## src/rtl/pci_arbiter.sv

```systemverilog
// Round-robin PCI bus arbiter with a four-state grant FSM and a grant timeout.
// All outputs are registered; reset is synchronous and active-low.
module pci_arbiter #(
    parameter int NUM_MASTERS = 4,
    parameter int GNT_TIMEOUT = 16
) (
    input  logic                   clk,
    input  logic                   rst_n,
    input  logic [NUM_MASTERS-1:0] req,
    input  logic                   frame,
    input  logic                   irdy,
    output logic [NUM_MASTERS-1:0] gnt,
    output logic [2:0]             owner,
    output logic                   bus_busy,
    output logic                   timeout_err
);

    localparam int CNT_W = $clog2(GNT_TIMEOUT) + 1;

    typedef enum logic [1:0] {
        ST_IDLE  = 2'd0,
        ST_GRANT = 2'd1,
        ST_BUSY  = 2'd2,
        ST_TURN  = 2'd3
    } state_t;

    state_t                   state_r, state_s;
    logic [NUM_MASTERS-1:0]   gnt_r, gnt_s;
    logic [2:0]               owner_r, owner_s;
    logic [2:0]               rr_ptr_r, rr_ptr_s;
    logic [CNT_W-1:0]         wait_cnt_r, wait_cnt_s;
    logic                     bus_busy_r, bus_busy_s;
    logic                     timeout_err_r, timeout_err_s;
    logic [2*NUM_MASTERS-1:0] req_rot_s;
    logic [2:0]               winner_s;
    logic                     any_req_s;
    logic                     owner_req_s;
    int                       idx_s;

    // Round-robin search: rotate req so rr_ptr sits at bit 0, take the lowest set bit.
    always_comb begin
        req_rot_s = {req, req} >> rr_ptr_r;
        winner_s  = 3'd0;
        any_req_s = 1'b0;
        idx_s     = 0;
        for (int i = 0; i < NUM_MASTERS; i++) begin
            if (!any_req_s && req_rot_s[i]) begin
                any_req_s = 1'b1;
                idx_s     = int'(rr_ptr_r) + i;
                if (idx_s >= NUM_MASTERS) begin
                    idx_s = idx_s - NUM_MASTERS;
                end else begin
                    idx_s = idx_s;
                end
                winner_s = 3'(idx_s);
            end else begin
                winner_s = winner_s;
            end
        end
    end

    // The granted vector is one-hot at the owner, so this is req[owner] while granted.
    assign owner_req_s = |(req & gnt_r);

    // Next-state and next-output logic for the grant FSM.
    always_comb begin
        state_s       = state_r;
        gnt_s         = gnt_r;
        owner_s       = owner_r;
        rr_ptr_s      = rr_ptr_r;
        wait_cnt_s    = wait_cnt_r;
        timeout_err_s = 1'b0;
        case (state_r)
            ST_IDLE: begin
                if (any_req_s) begin
                    state_s    = ST_GRANT;
                    gnt_s      = {{(NUM_MASTERS-1){1'b0}}, 1'b1} << winner_s;
                    owner_s    = winner_s;
                    wait_cnt_s = {CNT_W{1'b0}};
                end else begin
                    gnt_s = {NUM_MASTERS{1'b0}};
                end
            end
            ST_GRANT: begin
                // frame takes priority over a dropped request in the same cycle
                if (!frame) begin
                    state_s = ST_BUSY;
                end else if (!owner_req_s) begin
                    state_s = ST_TURN;
                    gnt_s   = {NUM_MASTERS{1'b0}};
                end else if (wait_cnt_r == CNT_W'(GNT_TIMEOUT - 1)) begin
                    state_s       = ST_TURN;
                    gnt_s         = {NUM_MASTERS{1'b0}};
                    timeout_err_s = 1'b1;
                end else begin
                    wait_cnt_s = wait_cnt_r + {{(CNT_W-1){1'b0}}, 1'b1};
                end
            end
            ST_BUSY: begin
                if (frame && irdy) begin
                    state_s = ST_TURN;
                    gnt_s   = {NUM_MASTERS{1'b0}};
                end else begin
                    state_s = ST_BUSY;
                end
            end
            ST_TURN: begin
                state_s    = ST_IDLE;
                gnt_s      = {NUM_MASTERS{1'b0}};
                wait_cnt_s = {CNT_W{1'b0}};
                if (owner_r == 3'(NUM_MASTERS - 1)) begin
                    rr_ptr_s = 3'd0;
                end else begin
                    rr_ptr_s = owner_r + 3'd1;
                end
            end
            default: begin
                state_s = ST_IDLE;
                gnt_s   = {NUM_MASTERS{1'b0}};
            end
        endcase
        bus_busy_s = (state_s == ST_BUSY);
    end

    // State and output registers with synchronous active-low reset.
    always_ff @(posedge clk) begin
        if (!rst_n) begin
            state_r       <= ST_IDLE;
            gnt_r         <= {NUM_MASTERS{1'b0}};
            owner_r       <= 3'd0;
            rr_ptr_r      <= 3'd0;
            wait_cnt_r    <= {CNT_W{1'b0}};
            bus_busy_r    <= 1'b0;
            timeout_err_r <= 1'b0;
        end else begin
            state_r       <= state_s;
            gnt_r         <= gnt_s;
            owner_r       <= owner_s;
            rr_ptr_r      <= rr_ptr_s;
            wait_cnt_r    <= wait_cnt_s;
            bus_busy_r    <= bus_busy_s;
            timeout_err_r <= timeout_err_s;
        end
    end

    assign gnt         = gnt_r;
    assign owner       = owner_r;
    assign bus_busy    = bus_busy_r;
    assign timeout_err = timeout_err_r;

endmodule

```

## config.mk

```make
export PLATFORM = sky130hd
export DESIGN_NAME = pci_arbiter
export DESIGN_NICKNAME = d
export VERILOG_FILES = /design/src/rtl/pci_arbiter.sv
export SDC_FILE = /design/constraint.sdc
export NUM_CORES = 1
export LEC_CHECK = 0
export CORE_MARGIN = 2
export CORE_UTILIZATION = 45
export CTS_CLUSTER_SIZE = 12
export DETAILED_ROUTE_END_ITERATION = 10
export PLACE_DENSITY = 0.69
export SLEW_MARGIN = 15
export SYNTH_ARGS = -nofsm -noshare
export SYNTH_HDL_FRONTEND = slang
export SYNTH_SLANG_ARGS = --single-unit
```

## constraint.sdc

```tcl
create_clock -name clk -period 5.2 [get_ports clk]
set_input_delay 1.56 -clock clk [delete_from_list [all_inputs] [get_ports clk]]
set_output_delay 1.56 -clock clk [all_outputs]
set_load 0.05 [all_outputs]
```

; ---- Word level (Yosys, flattened, before mapping)
; Cells that the tools add are included.
[op_classes]
n_addsub = 9
multipliers = 0
div = 0
magnitude_cmp = 4
eq_ne = 12
shift = 2
mux = 31
bitwise = 1
reduce_logical = 14
[op_table]
columns = operator, n
row1 = 3-bit 2-to-1 mux, 9
row2 = 4-bit 2-to-1 mux, 5
row3 = 5-bit 2-to-1 mux, 4
row4 = 4-bit one-hot mux with 4 select lines, 1
row5 = 5-bit one-hot mux with 3 select lines, 1
row6 = 4-bit by 3-bit >= comparator with 1-bit output (second input constant), 3
row7 = 3-bit subtractor (second input constant), 4
row8 = 2-bit != test (second input constant), 5
row9 = 3-bit by 2-bit adder with 4-bit output (second input constant), 2
row10 = 2-bit 2-to-1 mux, 4
row11 = 2-bit one-hot mux with 4 select lines, 1
row12 = 8-bit by 3-bit >> shifter with 4-bit output, 1
row13 = 2-bit == test (second input constant), 3
row14 = 1-bit 2-to-1 mux, 6
row15 = 5-bit by 1-bit adder with 5-bit output (second input constant), 1
row16 = 5-bit by 4-bit == test with 1-bit output (second input constant), 1
row17 = 5-bit AND reduction, 1
row18 = 3-bit by 1-bit adder with 4-bit output (second input constant), 1
row19 = 4-bit bitwise AND, 1
row20 = 1-bit logical AND, 4
row21 = 4-bit AND reduction, 1
row22 = 4-bit OR reduction, 1
row23 = 1-bit by 3-bit << shifter with 4-bit output (first input constant), 1
row24 = 3-bit by 1-bit adder with 3-bit output (second input constant), 1
row25 = other kinds (9), 11
[totals]
reg_bits = 19
latch_bits = 0
mem_bits_rw = 0
rom_bits = 0
out_inout_bits = 9
mem_count = 0

; ---- Longest topological paths before layout
; Gate-level depths: netlist (run 1).
[logic_depth]
ltp_word = 14
ltp_mapped = 8
depth_no_buf = 8

; ---- Least setup slack after synthesis (run 1)
; No wires, ideal clock.
[synth_timing]
path_type = input to register
start = input req[3]
end = register owner_r[0] (netlist: owner[0])
setup_ns = 0.115
arrival_time_ns = 2.873
t_required_ns = 5.085
slack_ns = 2.212
stages = 6
path_buffers = 0
cell_sequence = nor2b_1 a311o_1 and3_1 a311o_1 and4_1 o21a_1
[synth_via]
elab_chain_cells = 12
[synth_lines]
columns = element, line
row1 = "start, declared", 9  ; input logic [NUM_MASTERS-1:0] req,
row2 = 8-bit by 3-bit >> shifter with 4-bit output *, 42  ; req_rot_s = {req, req} >> rr_ptr_r;
row3 = 1-bit 2-to-1 mux, 47  ; if (!any_req_s && req_rot_s[i]) begin
row4 = 1-bit zero test, 47
row5 = 1-bit logical AND, 47
row6 = 1-bit 2-to-1 mux, 47
row7 = 1-bit zero test, 47
row8 = 1-bit logical AND, 47
row9 = 1-bit 2-to-1 mux, 47
row10 = 1-bit zero test, 47
row11 = 1-bit logical AND, 47
row12 = 1-bit 2-to-1 mux, 47
row13 = 2-bit AND reduction (no source line), --
row14 = "end signal, assigned", 138  ; owner_r <= owner_s;
row15 = "end, declared", 29  ; logic [2:0] owner_r, owner_s;
; Every way passes the cells marked *; elsewhere a longest branch is shown, timed or not.
; A chain may end at the register's enable or synchronous reset.

; ---- Worst setup path after layout (run 1)
; Ends and elaborated chain as after synthesis.

==> results of run 1 <==
registers in the layout, summed over array words and instances, names as in the netlist:
register and count:
bus_busy 1, gnt 4, owner 3, rr_ptr_r 3, state_r 2, timeout_err 1, wait_cnt_r 5
cells in the final DEF, fill, tap and decap left out, types with 2 or more instances in the layout:
cell             synthesis  routed
inv_1                    9       9
nand3_1                 10      10
dfxtp_1                 19      19
ha_1                     9       9
clkdlybuf4s50_1          0      16
nand2_1                 10      10
a311o_1                  2       2
a21boi_1                 2       2
a22o_1                   2       2
a21oi_1                 13      13
nand4_1                  3       3
nor2b_1                  4       4
a22oi_1                  2       2
o21ai_1                  4       4
and4_1                   3       3
o21a_1                   2       2
nor2_1                   7       7
a311oi_1                 2       2
mux2i_1                  2       2
nand3b_1                 4       4
and3_1                   3       3
clkbuf_4                 0       3
a31oi_1                  2       2
nand2b_1                 8       8
worst max-delay path, cell delays in order:
cell	delay (ps)
clkdlybuf4s50_1	530
nor2b_1	190
a311o_1	390
and3_1	160
a311o_1	350
and4_1	210
o21a_1	180
power breakdown:
part | total, mW | switching, mW | internal, mW
registers | 0.206 | 0.0319 | 0.174
logic | 0.358 | 0.217 | 0.140
clock network | 0.0723 | 0.0425 | 0.0298
total | 0.636 | 0.292 | 0.344
worst min-delay path by stage:
stage	start	to	slack, ps
after global routing	wait_cnt_r[4]$_SDFFE_PN0P_	wait_cnt_r[4]$_SDFFE_PN0P_	490
after global placement	wait_cnt_r[4]$_SDFFE_PN0P_	wait_cnt_r[4]$_SDFFE_PN0P_	460
after detailed placement	wait_cnt_r[4]$_SDFFE_PN0P_	wait_cnt_r[4]$_SDFFE_PN0P_	460
after floorplan	wait_cnt_r[4]$_SDFFE_PN0P_	wait_cnt_r[4]$_SDFFE_PN0P_	450
final	wait_cnt_r[4]$_SDFFE_PN0P_	wait_cnt_r[4]$_SDFFE_PN0P_	470
after CTS	wait_cnt_r[4]$_SDFFE_PN0P_	wait_cnt_r[4]$_SDFFE_PN0P_	480
stage by stage:
stage / hold slack (ps) / setup slack (ps)
4_1_cts: 477.2 / 1841
2_1_floorplan: 446.1 / 2212
5_1_grt: 488.8 / 1749
6_report: 474.8 / 1824
3_3_place_gp: 459.4 / 1575
3_5_place_dp: 462.6 / 1520
final cells by class:
class / count / area (um2)
multi-input cells: 115 / 828.3
inverters: 11 / 41.29
fillers: 252 / 1259
well taps: 31 / 38.79
flip-flops and latches: 19 / 380.4
clock buffers: 4 / 26.28
repair buffers: 16 / 160.2
kinds of logic (layout without fill, tap and decap cells):
| group | Yosys count | after routing | share of synthesized area |
|---|---|---|---|
| mux | 4 | 4 | 0.04207 |
| buf+inv | 16 | 31 | 0.05479 |
| fa+ha+maj | 9 | 9 | 0.08806 |
| flops | 19 | 19 | 0.2975 |
| compound gates | 46 | 46 | 0.2711 |
| simple gates | 56 | 56 | 0.2466 |
per-layer routing:
metal | up-vias | wire (um) | global-route usage
li1 | 582 | - | -
met1 | 544 | 1263 | 0.2317
met2 | 19 | 1329 | 0.3038
met3 | 4 | 77 | 0.02041
met4 | 0 | 27 | 0.05980
met5 | - | 0 | 0
==> run_results.csv, run 1 <==
group,metric,value,unit
place,place.gp.congestion,0.8933,
power_and_ir_drop,p_leak,0.5399,nW
synthesis,synth.most_common_cell,"dfxtp_1",
finish,final_cells,196,
sta,rsz0062_at_grt,"false",
finish,layout-drive-gt1-share,0.06061,
floorplan,die_y,57.31,um
route,routed_wl,2.698,mm
min_path,min_path_type,"reg -> reg",
clock_tree,holdBufCountCts,0,
sta,fin_crit,3376,ps
critical_path,crit_path_max_fanout,8,
global_route,grt_remaining_overflow,0,
synthesis,syn_area,1279,um2
synthesis,synth_warnings,0,
synthesis,syn-mean-instance-area,8.525,um2
clock_tree,clock_sinks,19,
finish,fin_area,1475,um2
sta,skew,5.169,ps
floorplan,coreArea,2734,um2
route,firstDrtPassIters,4,
synthesis,netlist_top_cells_count,"dfxtp_1 (19), a21oi_1 (13), nand2_1 (10), nand3_1 (10)",
min_path,min_path_cells,2,
place,placed_cell_area,1449,um2
clock_tree,cts_max_path_buffers,2,
critical_path,r2r-start,"rr_ptr_r[0]$_SDFFE_PN0N_",
place,dp.cells,192,
synthesis,ys_types,48,
floorplan,num_io_pins,17,
outcome,status,"finished, final reports clean",
critical_path,r2r_cells,5,
route,vias_per_cell,5.862,
sta,clock.fmax,0.2962,GHz
sta,fin_setup_tns,0,ps
global_route,grt_max_degree,20,
clock_tree,cts.root.buffer_cell,"clkbuf_4",
clock_tree,post_cts_buffers,0,
clock_tree,clk_pin_slew,100,ps
finish,area_delta_synth_final,15.36,%
route,drtAntennaViolNets,0,
global_route,grt_pass1_wl,4.657,mm
power_and_ir_drop,power_density,431.0,nW/um2
clock_tree,cts_tree,"done",
place,numPortBuffers,16,
route,drc,0,
floorplan,rows,19,
power_and_ir_drop,power.total,0.6358,mW
finish,final_core_util,0.5396,
critical_path,worst_setup_path_end_kind,"flop",
critical_path,crit_start,"req[3]",
sta,worstMarginPinSlew,610.0,ps
clock_tree,postCtsResizedCells,0,
synthesis,yosysTopAreaCell,"dfxtp_1",
critical_path,crit_end,"owner[0]$_SDFFE_PN0P_",
synthesis,synth_fp_nets,167,
global_route,antenna_found_initial,0,
global_route,gr-usage-all-layers,0.1773,
critical_path,reg2reg_to,"bus_busy$_SDFF_PN0_",
clock_tree,cts-buffers-inserted,3,
clock_tree,htreeDepth,1,
critical_path,startpoint_type,"input port",
synthesis,async_flop_share,0,
power_and_ir_drop,ir_drop,324.6,uV
synthesis,synth_top_area_frac,0.2975,
global_route,first_global_vias,1084,
floorplan,die_w,57.31,um
critical_path,critPathKind,"in -> reg",
route,vias,1149,
critical_path,regToRegSetupSlack,2900,ps
critical_path,critPathArrivalTime,3570,ps
floorplan,die-area,3284,um2
run,drv_cap,0,
sta,drv_slew,0,
route,wire_per_inst,13.77,um
sta,report.final.setup_viol,0,
clock_tree,clk_latency,290,ps
synthesis,yosysSeqAreaShare,0.2975,
sta,maxSlewHeadroom,0.5928,
route,drt-initial-drc-count,67,
synthesis,netlist_instances,150,
synthesis,synth_edf_count,0,
place,dp_hpwl,2.092,mm
synthesis,synth-main-ff-cell,"dfxtp_1",
synthesis,synth_seq_cells,19,
synthesis,synth_area_leaders,"dfxtp_1 (30%), ha_1 (8.8%), a21oi_1 (5.1%)",
sta,hold_violations,0,
critical_path,worstPathRequired,5400,ps
finish,antennaDiodeCount,0,
sta,min_period_over_period,0.6491,
finish,finish.net_count,183,
floorplan,initial_utilization,0.4677,
Note: power is estimated with default switching activity, not from simulation.
==> inputs of run 2 (changes only) <==
==> constraint.sdc (replaced) <==
create_clock -name clk -period 3.5 [get_ports clk]
set_input_delay 1.05 -clock clk [delete_from_list [all_inputs] [get_ports clk]]
set_output_delay 1.05 -clock clk [all_outputs]
set_load 0.05 [all_outputs]
==> results of run 2 <==
The final DEF is identical to that of run 1. Status: finished, final reports clean.
Among the figures that moved: final weighted congestion in routability-driven placement 0.8933 -> 0.8934; setup slack after placement 1520 ps -> 330.4 ps; setup slack after layout 1824 ps -> 634.5 ps; register-to-register setup slack 2900 ps -> 1200 ps; total power 0.6358 mW -> 0.9446 mW; worst IR drop on VDD 324.6 uV -> 482.2 uV
==> variant, RTL diff (flow settings as in run 2) <==
Register the output `timeout_err` once more, with the module's reset; this adds one clock of latency there. The other outputs are not delayed to match.
--- a/src/rtl/pci_arbiter.sv
+++ b/src/rtl/pci_arbiter.sv
@@ -146,7 +146,13 @@
     assign gnt         = gnt_r;
     assign owner       = owner_r;
     assign bus_busy    = bus_busy_r;
-    assign timeout_err = timeout_err_r;
+    always_ff @(posedge clk) begin
+        if (!rst_n) begin
+            timeout_err <= '0;
+        end else begin
+            timeout_err <= timeout_err_r;
+        end
+    end
 
 endmodule
 
Check against the original RTL: same outputs for any inputs over 10 cycles, from zero or initial values and one cycle with rst_n low; that may be too few to reach the edited logic, so the function may still have changed.
==> variant against run 2 <==
  * Clock power increased by 77%
  * Critical endpoint is now wait_cnt_r[3]$_SDFFE_PN0P_
  * Highest routed layer unchanged
  * Critical path type unchanged
  * Sequential cell count rose by 1
  * Worst setup slack lost 160 ps
  * Power fell by 21%
  * Final area fell by 0.76%
  * Register-to-register slack got worse by 120 ps
  * Synthesized area fell by 3.3%
  * Wire length up 1.6%
  * Combinational power shrank 47%
  * Count of clock-buffer cells in the layout is 1 lower
  * Die area decreased by 3.1%
==> variant: results (changes against run 2) <==
{
  "routed_wire_length": {"value": 2.741, "unit": "mm", "change": "+1.6%"},
  "dr_total_vias": {"value": 1141, "change": "-0.70%"},
  "grt_max_degree": {"value": 13, "change": "-35%"},
  "sw_frac_of_total": {"value": 36.80, "unit": "%", "change": "-9.1 points"},
  "post_detailed_placement_half_perimeter_wirelength": {"value": 2.131, "unit": "mm", "change": "+1.9%"},
  "preCtsSetupSlack": {"value": 161.4, "unit": "ps", "change": "-169.0 ps"},
  "fraction_of_layout_cells_with_a_size_suffix_above_1": {"value": 12.10, "unit": "%", "change": "+6.0 points"},
  "worstHoldStart": "timeout_err_r$_SDFF_PN0_",
  "vdd.ir_drop.worst": {"value": 310.2, "unit": "uV", "change": "-36%"},
  "most_flop_heavy_register": "wait_cnt_r",
  "largest_cells_by_area_after_synthesis": "dfxtp_1 32%, ha_1 9.1%, inv_1 4.6%",
  "min_path_type": "reg2reg",
  "placement.io_buffers": {"value": 16, "change": "unchanged"},
  "timing.critical_path.slowest_stage_cell": "clkdlybuf4s50_1",
  "globalplace.congestion": {"value": 0.9289, "change": "+4.0%"},
  "synth_nets": {"value": 157, "change": "-6.0%"},
  "p_leak": {"value": 0.5511, "unit": "nW", "change": "+2.1%"},
  "synth.distinct_cells": {"value": 42, "change": "-13%"},
  "fillers": {"value": 248, "change": "-1.6%"},
  "nNetsFinal": {"value": 175, "change": "-4.4%"},
  "design_power_total": {"value": 0.7465, "unit": "mW", "change": "-21%"},
  "synth-seq-area-share": {"value": 32.39, "unit": "%", "change": "+2.6 points"},
  "comb_cell_power": {"value": 0.284, "unit": "mW", "change": "-47%"},
  "synth.cells.most_frequent": "20 x dfxtp_1, 15 x inv_1, 10 x nor2_1",
  "insertion_delay": {"value": 310, "unit": "ps", "change": "+20 ps"},
  "antenna_found_initial": {"value": 0, "change": "unchanged"},
  "timing.critical_path.fanout_max": {"value": 10, "change": "+2"},
  "antennaDiodeCount": {"value": 0, "change": "unchanged"},
  "critPathLaunch": "req[0]",
  "drt_iter0_drc": {"value": 33, "change": "-51%"},
  "timing.clock.skew": {"value": 11.95, "unit": "ps", "change": "+6.784 ps"},
  "worst-slew-pin-transition": {"value": 548.3, "unit": "ps", "change": "-61.74 ps"},
  "powerClk": {"value": 0.189, "unit": "mW", "change": "+77%"},
  "groute.usage.overall": {"value": 19.44, "unit": "%", "change": "+1.7 points"},
  "status": "completed",
  "clk_transition_reported_paths": {"value": 120, "unit": "ps", "change": "+20 ps"},
  "layout.cells.non_filler": {"value": 188, "change": "-4.1%"},
  "cp.arrival": {"value": 3280, "unit": "ps", "change": "+220 ps"},
  "grt_pass1_wl": {"value": 4.823, "unit": "mm", "change": "+3.6%"},
  "synth.avg_cell_area": {"value": 8.830, "unit": "um2", "change": "+3.6%"}
}
[variant: cell type report]
cell class / instances / share of cell area, %
multi-input cells: 100 / 50.60
clock inverters: 1 / 2.051
flip-flops and latches: 20 / 27.35
inverters: 15 / 3.846
well taps: 31 / 2.650
clock buffers: 3 / 1.538
repair buffers: 18 / 11.97
[variant: routing by layer]
| metal | vias to the layer above | part of all wire [%] | track usage (%) |
|---|---|---|---|
| met5 | - | 0 | 0 |
| met4 | 0 | 3.9 | 12.59 |
| met3 | 10 | 3.2 | 3.226 |
| met2 | 23 | 50 | 32.77 |
| met1 | 548 | 43 | 22.60 |
| li1 | 560 | - | - |
[variant: path summary, 6_finish.rpt]
| check | end | slack [ps] | cells after the start |
|---|---|---|---|
| worst min register to register | timeout_err$_SDFF_PN0_ | 450 | 1 |
| worst max register to register | wait_cnt_r[3]$_SDFFE_PN0P_ | 1080 | 6 |
| worst min-delay path | timeout_err$_SDFF_PN0_ | 450 | 1 |
| worst max-delay path | wait_cnt_r[3]$_SDFFE_PN0P_ | 480 | 7 |
[variant: logic make-up after synthesis]
| group | after synthesis | share of synthesized area, % |
|---|---|---|
| AOI/OAI and AO/OA | 46 | 28.03 |
| adders and majority gates | 9 | 9.109 |
| buffers and inverters | 20 | 7.692 |
| DFF | 20 | 32.39 |
| muxes | 5 | 5.263 |
| and+or+nand+nor | 40 | 17.51 |
[variant: stage by stage]
stage               cell area (um2)  utilization, %
finish                         1464           54.49
global route                   1464           54.49
CTS                            1464           54.49
detailed placement             1411           52.54
global placement               1411           52.54
floorplan                      1236               -
